==> config.mk <==
export PLATFORM = sky130hd
export DESIGN_NAME = mdu_hilo_unit
export DESIGN_NICKNAME = d
export VERILOG_FILES = /design/src/rtl/mdu_pkg.sv /design/src/rtl/mdu_div_iter.sv /design/src/rtl/mdu_hilo_unit.sv
export SDC_FILE = /design/constraint.sdc
export NUM_CORES = 2
export LEC_CHECK = 0
export BUFFER_PORTS_ARGS = -buffer_cell sky130_fd_sc_hd__buf_4
export CAP_MARGIN = 25
export CORE_ASPECT_RATIO = 0.5
export CORE_MARGIN = 1.5
export CORE_UTILIZATION = 65
export DETAILED_ROUTE_END_ITERATION = 10
export PLACE_DENSITY = 0.89
export SLEW_MARGIN = 30
export SYNTH_ARGS = -nofsm -noshare
export SYNTH_HDL_FRONTEND = slang
export SYNTH_SLANG_ARGS = --single-unit
==> constraint.sdc <==
create_clock -name clk -period 6 [get_ports clk]
set_input_delay 1.2 -clock clk [delete_from_list [all_inputs] [get_ports clk]]
set_output_delay 1.2 -clock clk [all_outputs]
set_load 0.02 [all_outputs]
==> src/rtl/mdu_pkg.sv <==
// mdu_pkg: shared definitions for the multiply/divide unit.
//   - req_op encodings (OP_MULT .. OP_MTLO; codes 6/7 are reserved)
//   - control FSM state enum (ST_IDLE, ST_MUL, ST_DIV)
//   - clog2(): width helper for iteration counters
package mdu_pkg;

  localparam logic [2:0] OP_MULT  = 3'd0;
  localparam logic [2:0] OP_MULTU = 3'd1;
  localparam logic [2:0] OP_DIV   = 3'd2;
  localparam logic [2:0] OP_DIVU  = 3'd3;
  localparam logic [2:0] OP_MTHI  = 3'd4;
  localparam logic [2:0] OP_MTLO  = 3'd5;

  typedef enum logic [1:0] {
    ST_IDLE = 2'd0,
    ST_MUL  = 2'd1,
    ST_DIV  = 2'd2
  } state_e;

  // Smallest r with 2**r >= value.
  function automatic int clog2(input int value);
    int r;
    r = 0;
    while ((1 << r) < value) r++;
    return r;
  endfunction

endpackage

==> src/rtl/mdu_div_iter.sv <==
// mdu_div_iter: restoring radix-2 unsigned divider, one quotient bit per cycle.
//   clk, rst_n   : clock, asynchronous active-low reset
//   start_i      : load dividend_i/divisor_i and begin (ignored while cancel_i)
//   cancel_i     : abandon the division in progress
//   dividend_i   : unsigned dividend
//   divisor_i    : unsigned divisor
//   done_o       : high during the last iteration cycle; quot_o/rem_o valid then
//   quot_o/rem_o : result of the last iteration (combinational, valid with done_o)
// XLEN iterations follow the loading edge; done_o is asserted in the cycle
// before the edge that would complete the last iteration, so the caller can
// capture the result on that same edge.
module mdu_div_iter
  import mdu_pkg::*;
#(
  parameter int XLEN  = 32,
  parameter int CNT_W = clog2(XLEN + 1)
) (
  input  logic            clk,
  input  logic            rst_n,
  input  logic            start_i,
  input  logic            cancel_i,
  input  logic [XLEN-1:0] dividend_i,
  input  logic [XLEN-1:0] divisor_i,
  output logic            done_o,
  output logic [XLEN-1:0] quot_o,
  output logic [XLEN-1:0] rem_o
);

  logic [XLEN-1:0]  rem_q, quo_q, dvs_q;
  logic [CNT_W-1:0] cnt_q;
  logic             active_q;

  logic [XLEN:0]    shifted, trial;
  logic             qbit;
  logic [XLEN-1:0]  rem_n, quo_n;

  // Partial remainder shifted left with the next dividend bit; the top bit of
  // the XLEN+1 bit difference is the borrow of the trial subtraction.
  always_comb begin
    shifted = {rem_q, quo_q[XLEN-1]};
    trial   = shifted - {1'b0, dvs_q};
    qbit    = ~trial[XLEN];
    rem_n   = qbit ? trial[XLEN-1:0] : shifted[XLEN-1:0];
    quo_n   = {quo_q[XLEN-2:0], qbit};
  end

  assign done_o = active_q && (cnt_q == CNT_W'(XLEN - 1));
  assign quot_o = quo_n;
  assign rem_o  = rem_n;

  always_ff @(posedge clk or negedge rst_n) begin
    if (!rst_n) begin
      rem_q    <= '0;
      quo_q    <= '0;
      dvs_q    <= '0;
      cnt_q    <= '0;
      active_q <= 1'b0;
    end else if (cancel_i) begin
      active_q <= 1'b0;
    end else if (start_i) begin
      rem_q    <= '0;
      quo_q    <= dividend_i;
      dvs_q    <= divisor_i;
      cnt_q    <= '0;
      active_q <= 1'b1;
    end else if (active_q) begin
      rem_q <= rem_n;
      quo_q <= quo_n;
      cnt_q <= cnt_q + CNT_W'(1);
      if (done_o) active_q <= 1'b0;
    end
  end

endmodule

==> src/rtl/mdu_hilo_unit.sv <==
// mdu_hilo_unit: multiply/divide unit with architectural HI/LO registers.
//   clk, rst_n          : clock, asynchronous active-low reset
//   req_valid/req_ready : request handshake. A request transfers on a rising
//                         edge where req_valid && req_ready && !flush; the
//                         requester holds req_op/src0/src1 stable until then.
//   req_op              : 0 MULT, 1 MULTU, 2 DIV, 3 DIVU, 4 MTHI, 5 MTLO, 6/7 no-op
//   req_src0/req_src1   : operands (src0 is the data for MTHI/MTLO)
//   flush               : cancels the in-flight op, or blocks acceptance in idle
//   busy                : multiply or divide in flight
//   rd_sel/rd_data      : combinational read of HI (1) or LO (0)
//   rd_valid            : HI/LO hold final values (no write pending)
//   dbg_state           : current control FSM state (mdu_pkg::state_e encoding)
// Optional build macro MDU_EARLY_DIV_EN: a divide whose divisor is zero or
// larger in magnitude than the dividend completes two cycles after accept.
module mdu_hilo_unit
  import mdu_pkg::*;
#(
  parameter int XLEN    = 32,
  parameter int MUL_LAT = 2
) (
  input  logic            clk,
  input  logic            rst_n,
  input  logic            req_valid,
  output logic            req_ready,
  input  logic [2:0]      req_op,
  input  logic [XLEN-1:0] req_src0,
  input  logic [XLEN-1:0] req_src1,
  input  logic            flush,
  output logic            busy,
  input  logic            rd_sel,
  output logic [XLEN-1:0] rd_data,
  output logic            rd_valid,
  output logic [1:0]      dbg_state
);

  localparam int CNT_W = clog2(XLEN + 1);

  state_e            state_q, state_d;
  logic [CNT_W-1:0]  cnt_q, cnt_d;
  logic [XLEN-1:0]   hi_q, hi_d, lo_q, lo_d;
  logic [XLEN-1:0]   a_q, a_d, b_q, b_d;
  logic              sgn_q, sgn_d;
  logic [2*XLEN-1:0] mul_pipe_q [MUL_LAT];

  logic              accept, mul_load, div_start, div_done;
  logic [2*XLEN-1:0] mul_a_ext, mul_b_ext, mul_prod;
  logic [XLEN-1:0]   mag_a, mag_b, div_quot, div_rem, res_q, res_r;

  assign accept    = req_valid && (state_q == ST_IDLE) && !flush;
  assign mul_load  = accept && ((req_op == OP_MULT) || (req_op == OP_MULTU));
  assign req_ready = (state_q == ST_IDLE);
  assign rd_valid  = (state_q == ST_IDLE);
  assign busy      = !rd_valid;
  assign rd_data   = rd_sel ? hi_q : lo_q;
  assign dbg_state = state_q;

  // Extending to 2*XLEN before a truncating multiply yields the correct
  // signed or unsigned product.
  always_comb begin
    mul_a_ext = {{XLEN{(req_op == OP_MULT) && req_src0[XLEN-1]}}, req_src0};
    mul_b_ext = {{XLEN{(req_op == OP_MULT) && req_src1[XLEN-1]}}, req_src1};
    mul_prod  = mul_a_ext * mul_b_ext;
  end

  // Operand magnitudes for the unsigned core. -MIN wraps to MIN, which is the
  // correct unsigned magnitude, so MIN / -1 naturally yields LO=MIN, HI=0.
  always_comb begin
    mag_a = (sgn_q && a_q[XLEN-1]) ? -a_q : a_q;
    mag_b = (sgn_q && b_q[XLEN-1]) ? -b_q : b_q;
    res_q = (sgn_q && (a_q[XLEN-1] ^ b_q[XLEN-1])) ? -div_quot : div_quot;
    res_r = (sgn_q && a_q[XLEN-1]) ? -div_rem : div_rem;
  end

`ifdef MDU_EARLY_DIV_EN
  logic early_q, early_d;
`endif

  always_comb begin
    state_d   = state_q;
    cnt_d     = cnt_q;
    hi_d      = hi_q;
    lo_d      = lo_q;
    a_d       = a_q;
    b_d       = b_q;
    sgn_d     = sgn_q;
    div_start = 1'b0;
`ifdef MDU_EARLY_DIV_EN
    early_d   = early_q;
`endif
    case (state_q)
      ST_IDLE: begin
        if (accept) begin
          case (req_op)
            OP_MULT, OP_MULTU: begin
              state_d = ST_MUL;
              cnt_d   = '0;
            end
            OP_DIV, OP_DIVU: begin
              state_d = ST_DIV;
              cnt_d   = '0;
              a_d     = req_src0;
              b_d     = req_src1;
              sgn_d   = (req_op == OP_DIV);
`ifdef MDU_EARLY_DIV_EN
              early_d = 1'b0;
`endif
            end
            OP_MTHI: hi_d = req_src0;
            OP_MTLO: lo_d = req_src0;
            default: ;
          endcase
        end
      end
      ST_MUL: begin
        if (flush) begin
          state_d = ST_IDLE;
        end else if (cnt_q == CNT_W'(MUL_LAT - 1)) begin
          {hi_d, lo_d} = mul_pipe_q[MUL_LAT-1];
          state_d      = ST_IDLE;
        end else begin
          cnt_d = cnt_q + CNT_W'(1);
        end
      end
      ST_DIV: begin
        if (flush) begin
          state_d = ST_IDLE;
        end else if (cnt_q == '0) begin
          // First cycle: magnitudes are formed and handed to the core.
          cnt_d = CNT_W'(1);
`ifdef MDU_EARLY_DIV_EN
          if ((b_q == '0) || (mag_b > mag_a)) early_d = 1'b1;
          else div_start = 1'b1;
`else
          div_start = 1'b1;
`endif
`ifdef MDU_EARLY_DIV_EN
        end else if (early_q) begin
          // Quotient is 0 (or all-ones for /0); remainder is the dividend.
          lo_d    = (b_q == '0) ? '1 : '0;
          hi_d    = a_q;
          state_d = ST_IDLE;
`endif
        end else if (div_done) begin
          if (b_q == '0) begin
            lo_d = '1;
            hi_d = a_q;
          end else begin
            lo_d = res_q;
            hi_d = res_r;
          end
          state_d = ST_IDLE;
        end
      end
      default: state_d = ST_IDLE;
    endcase
  end

  always_ff @(posedge clk or negedge rst_n) begin
    if (!rst_n) begin
      state_q <= ST_IDLE;
      cnt_q   <= '0;
      hi_q    <= '0;
      lo_q    <= '0;
      a_q     <= '0;
      b_q     <= '0;
      sgn_q   <= 1'b0;
`ifdef MDU_EARLY_DIV_EN
      early_q <= 1'b0;
`endif
    end else begin
      state_q <= state_d;
      cnt_q   <= cnt_d;
      hi_q    <= hi_d;
      lo_q    <= lo_d;
      a_q     <= a_d;
      b_q     <= b_d;
      sgn_q   <= sgn_d;
`ifdef MDU_EARLY_DIV_EN
      early_q <= early_d;
`endif
    end
  end

  // Product register chain: stage 0 captures on the accepting edge, the last
  // stage is written to HI/LO MUL_LAT edges after accept.
  always_ff @(posedge clk or negedge rst_n) begin
    if (!rst_n) begin
      for (int k = 0; k < MUL_LAT; k++) mul_pipe_q[k] <= '0;
    end else begin
      if (mul_load) mul_pipe_q[0] <= mul_prod;
      for (int k = 1; k < MUL_LAT; k++) mul_pipe_q[k] <= mul_pipe_q[k-1];
    end
  end

  mdu_div_iter #(
    .XLEN  (XLEN),
    .CNT_W (CNT_W)
  ) u_div (
    .clk        (clk),
    .rst_n      (rst_n),
    .start_i    (div_start),
    .cancel_i   (flush),
    .dividend_i (mag_a),
    .divisor_i  (mag_b),
    .done_o     (div_done),
    .quot_o     (div_quot),
    .rem_o      (div_rem)
  );

endmodule

==> metrics <==
total overflow reported by the global router=0; Hold Path Sink=mul_pipe_q[27]; shortest period the worst path allows=approximately 8400 ps; Worst Slack Setup Final=-2440 ps; hold bufs inserted after CTS=0; proportion of netlist area held by the largest area contributor=0.390; post-synthesis instance total=6,352; most common cell after layout, fill and taps aside=inv_1; via density per instance=~6.4; multi-input logic area=approximately 0.044 mm²; total nets after synthesis=~7,800; Critical Path Slowest Stage Cell=fa_1; peak clock frequency supported by timing=between 0.1 and 0.15 GHz; start-to-end type of the worst setup path=primary input to register; total standard cell area after synthesis=between 0.05 and 0.06 mm²; worst reg2reg endpoint=hi_q[26]; area leader, netlist=fa_1; number of enable-type register cells in the synthesized netlist=0; largest net degree at the start of global routing=about 110; drt initial violations=7,608; status=finished, violations left; Yosys reg bits=368; launching element type of the critical path=primary input; final worst-path cycle share=1.41; Total Routed Length=around 200 mm; most used cells in the layout excluding fill and tap cells=inv_1 (1,156), fa_1 (1,092), nand2_1 (1,030), buf_4 (572), dfrtp_1 (368); library cells used by synthesis=97; post-CTS clock slew at the launch and capture registers of the worst setup and hold paths=around 80 ps; total via count in the routed design=between 50,000 and 60,000; internal reg-to-reg setup slack=about 260 ps; most common flop cell mapped by yosys=dfrtp_1; clock tree from TritonCTS=yes; Crit path required time=between 6000 and 7000 ps; clock buffers created by TritonCTS=35; Rows=between 70 and 80; share of the yosys chip area belonging to registers=0.159; clock buffer depth=3; wire length of the first global-routing pass=about 300 mm; final-report max-slew violation count=0; mean routed wirelength per cell=about 26 µm; top post-synthesis cells by area=fa_1 (39%), dfrtp_1 (16%), inv_1 (7.7%); cell count of the worst reg-to-reg path=21; launch point of the worst reg-to-reg path=u_div.dvs_q[9]; met1 track utilization from global routing=0.562; Worst Clk Skew=roughly 24 ps; floorplan die area=a little over 0.09 mm²; Worst Path Max Fanout=7; synthesis-to-finish area growth=17.1%; I/O pins=around 110; Worst Setup End Kind=register; Routed Antenna Nets=0; Placeable Area=between 0.08 and 0.09 mm²; worst path arrival time=between 8000 and 9000 ps; Async SR Flop Fraction=1.00; global-route usage over all layers=0.433; layer carrying the most global-route usage=met2; source-to-sink clock delay at the later pin of the worst-skew pair=560 ps; Clock Root Buffer=clkbuf_16; antenna violations before repair=19; Starting Density=0.656; FF+latch area=0.00921 mm²; Net count, final=just over 8,000; Hold Path Depth=0; met2 Usage GRT=0.646; RSZ-0062 raised after global routing=true; Post-Place Worst Slack=-3040 ps; number of global-route vias before repair=53,000; HPWL Detailed=152 mm; Slowest Stage Delay on Critical Path=roughly 580 ps; fill cell total of the finished layout=5,312; Die Ht=about 210 µm; Pre-Repair DR Iteration Count=11; DP Cell Count=between 7,000 and 8,000; max-slew headroom at the worst pin=0.243; worst slew pin tran=roughly 1100 ps; I/O Buffers=about 110; routing usage on met3=0.138; Clock Sink Count=approximately 370; final cell count without fillers=between 7,000 and 8,000; die outline width=~420 µm; warnings from Yosys=0; start point of the worst min-delay path=mul_pipe_q[91]; Final Hold Violating Endpoints=0; Final setup violation count=54; Setup TNS=-95,770 ps; violated checks=design-rule violations, negative setup slack; worst min path class=register to register; H-tree lvl count=2; final weighted congestion of routability-driven global placement=around 1.0; DR DRC count=15; Avg Cell Area, Syn=~9 µm²; share of layout cells above drive strength 1=0.185; Most common cell on crit path=fa_1; Max-Cap Viols=0
layout make-up:
class,instances,share of cell area
Timing Repair Buffer,744,0.101
Clock inverter,14,0.00305
Sequential cell,368,0.136
Multi-Input combinational cell,4399,0.656
Antenna cell,10,0.000369
Clock buffer,49,0.0147
Tap cell,1185,0.0219
Inverter,1194,0.0664
kinds of logic (layout without fill, tap and decap cells):
| logic type | Yosys count | count (layout) | share of synthesized area |
|---|---|---|---|
| compound gates | 808 | 808 | 0.0875 |
| xor+xnor | 211 | 211 | 0.0319 |
| fa+ha+maj | 1381 | 1381 | 0.445 |
| buf+inv | 1585 | 2001 | 0.104 |
| flops | 368 | 368 | 0.159 |
| mux | 129 | 129 | 0.0246 |
| other cells | 0 | 10 | 0 |
| simple gates | 1870 | 1870 | 0.148 |
stage by stage:
| step | util | area, µm² | hold slack (ps) |
|---|---|---|---|
| final | 0.768 | 67700 | 373 |
| after global routing | 0.767 | 67700 | 381 |
| after CTS | 0.753 | 66400 | 367 |
| after detailed placement | 0.720 | 63500 | 358 |
| after global placement | 0.719 | 63500 | 359 |
| after floorplan | - | 59200 | 349 |
routing by layer:
metal / routed length, µm / share of wire
met5: 313 / 0.0015
met4: 17300 / 0.084
met3: 29400 / 0.14
met2: 88300 / 0.43
met1: 69600 / 0.34
what timing repair did:
action | CTS | global route
cloned | 0 | 1
pin swaps | 154 | 142
gates resized for setup | 290 | 190
buffers inserted | 64 | 52
setup endpoints to repair | 54 | 60
worst max-delay path: cells and delay by family:
kind,cells,cell delay (ps)
AOI/OAI and AO/OA,6,1200
xor gates and xnor gates,1,130
adders and majority gates,9,4060
buffers and inverters,11,1200
muxes,1,270
and+or+nand+nor,4,830
synthesized netlist by cell type (all sizes together), types with 31 or more instances:
master	n
inv	1194
o21ai	285
a31oi	60
fa	1126
a21oi	193
buf	31
nor3	36
xor2	100
dfrtp	368
nand2	1049
ha	255
and3	38
clkbuf	360
nor2	208
and2	315
nand3	41
nor2b	43
a221oi	33
mux2	102
xnor2	111
o31ai	32
a21o	61
registers in the layout, indices dropped and copies added, names as in the netlist:
signal	flops
a_q	32
b_q	32
cnt_q	6
dbg_state	2
hi_q	32
lo_q	32
mul_pipe_q	128
sgn_q	1
u_div.active_q	1
u_div.cnt_q	6
u_div.dvs_q	32
u_div.quo_q	32
u_div.rem_q	32
worst max-delay path by stage:
stage                             from               to
after global placement       req_op[2]  mul_pipe_q[119]
after floorplan              req_op[2]  mul_pipe_q[124]
after global routing      req_src1[12]  mul_pipe_q[124]
final                     req_src1[12]  mul_pipe_q[124]
after CTS                    req_op[0]  mul_pipe_q[124]
after detailed placement     req_op[2]  mul_pipe_q[126]
Power is not shown: default switching activity piles up to over one toggle a cycle in this logic, so the estimate is an artifact.
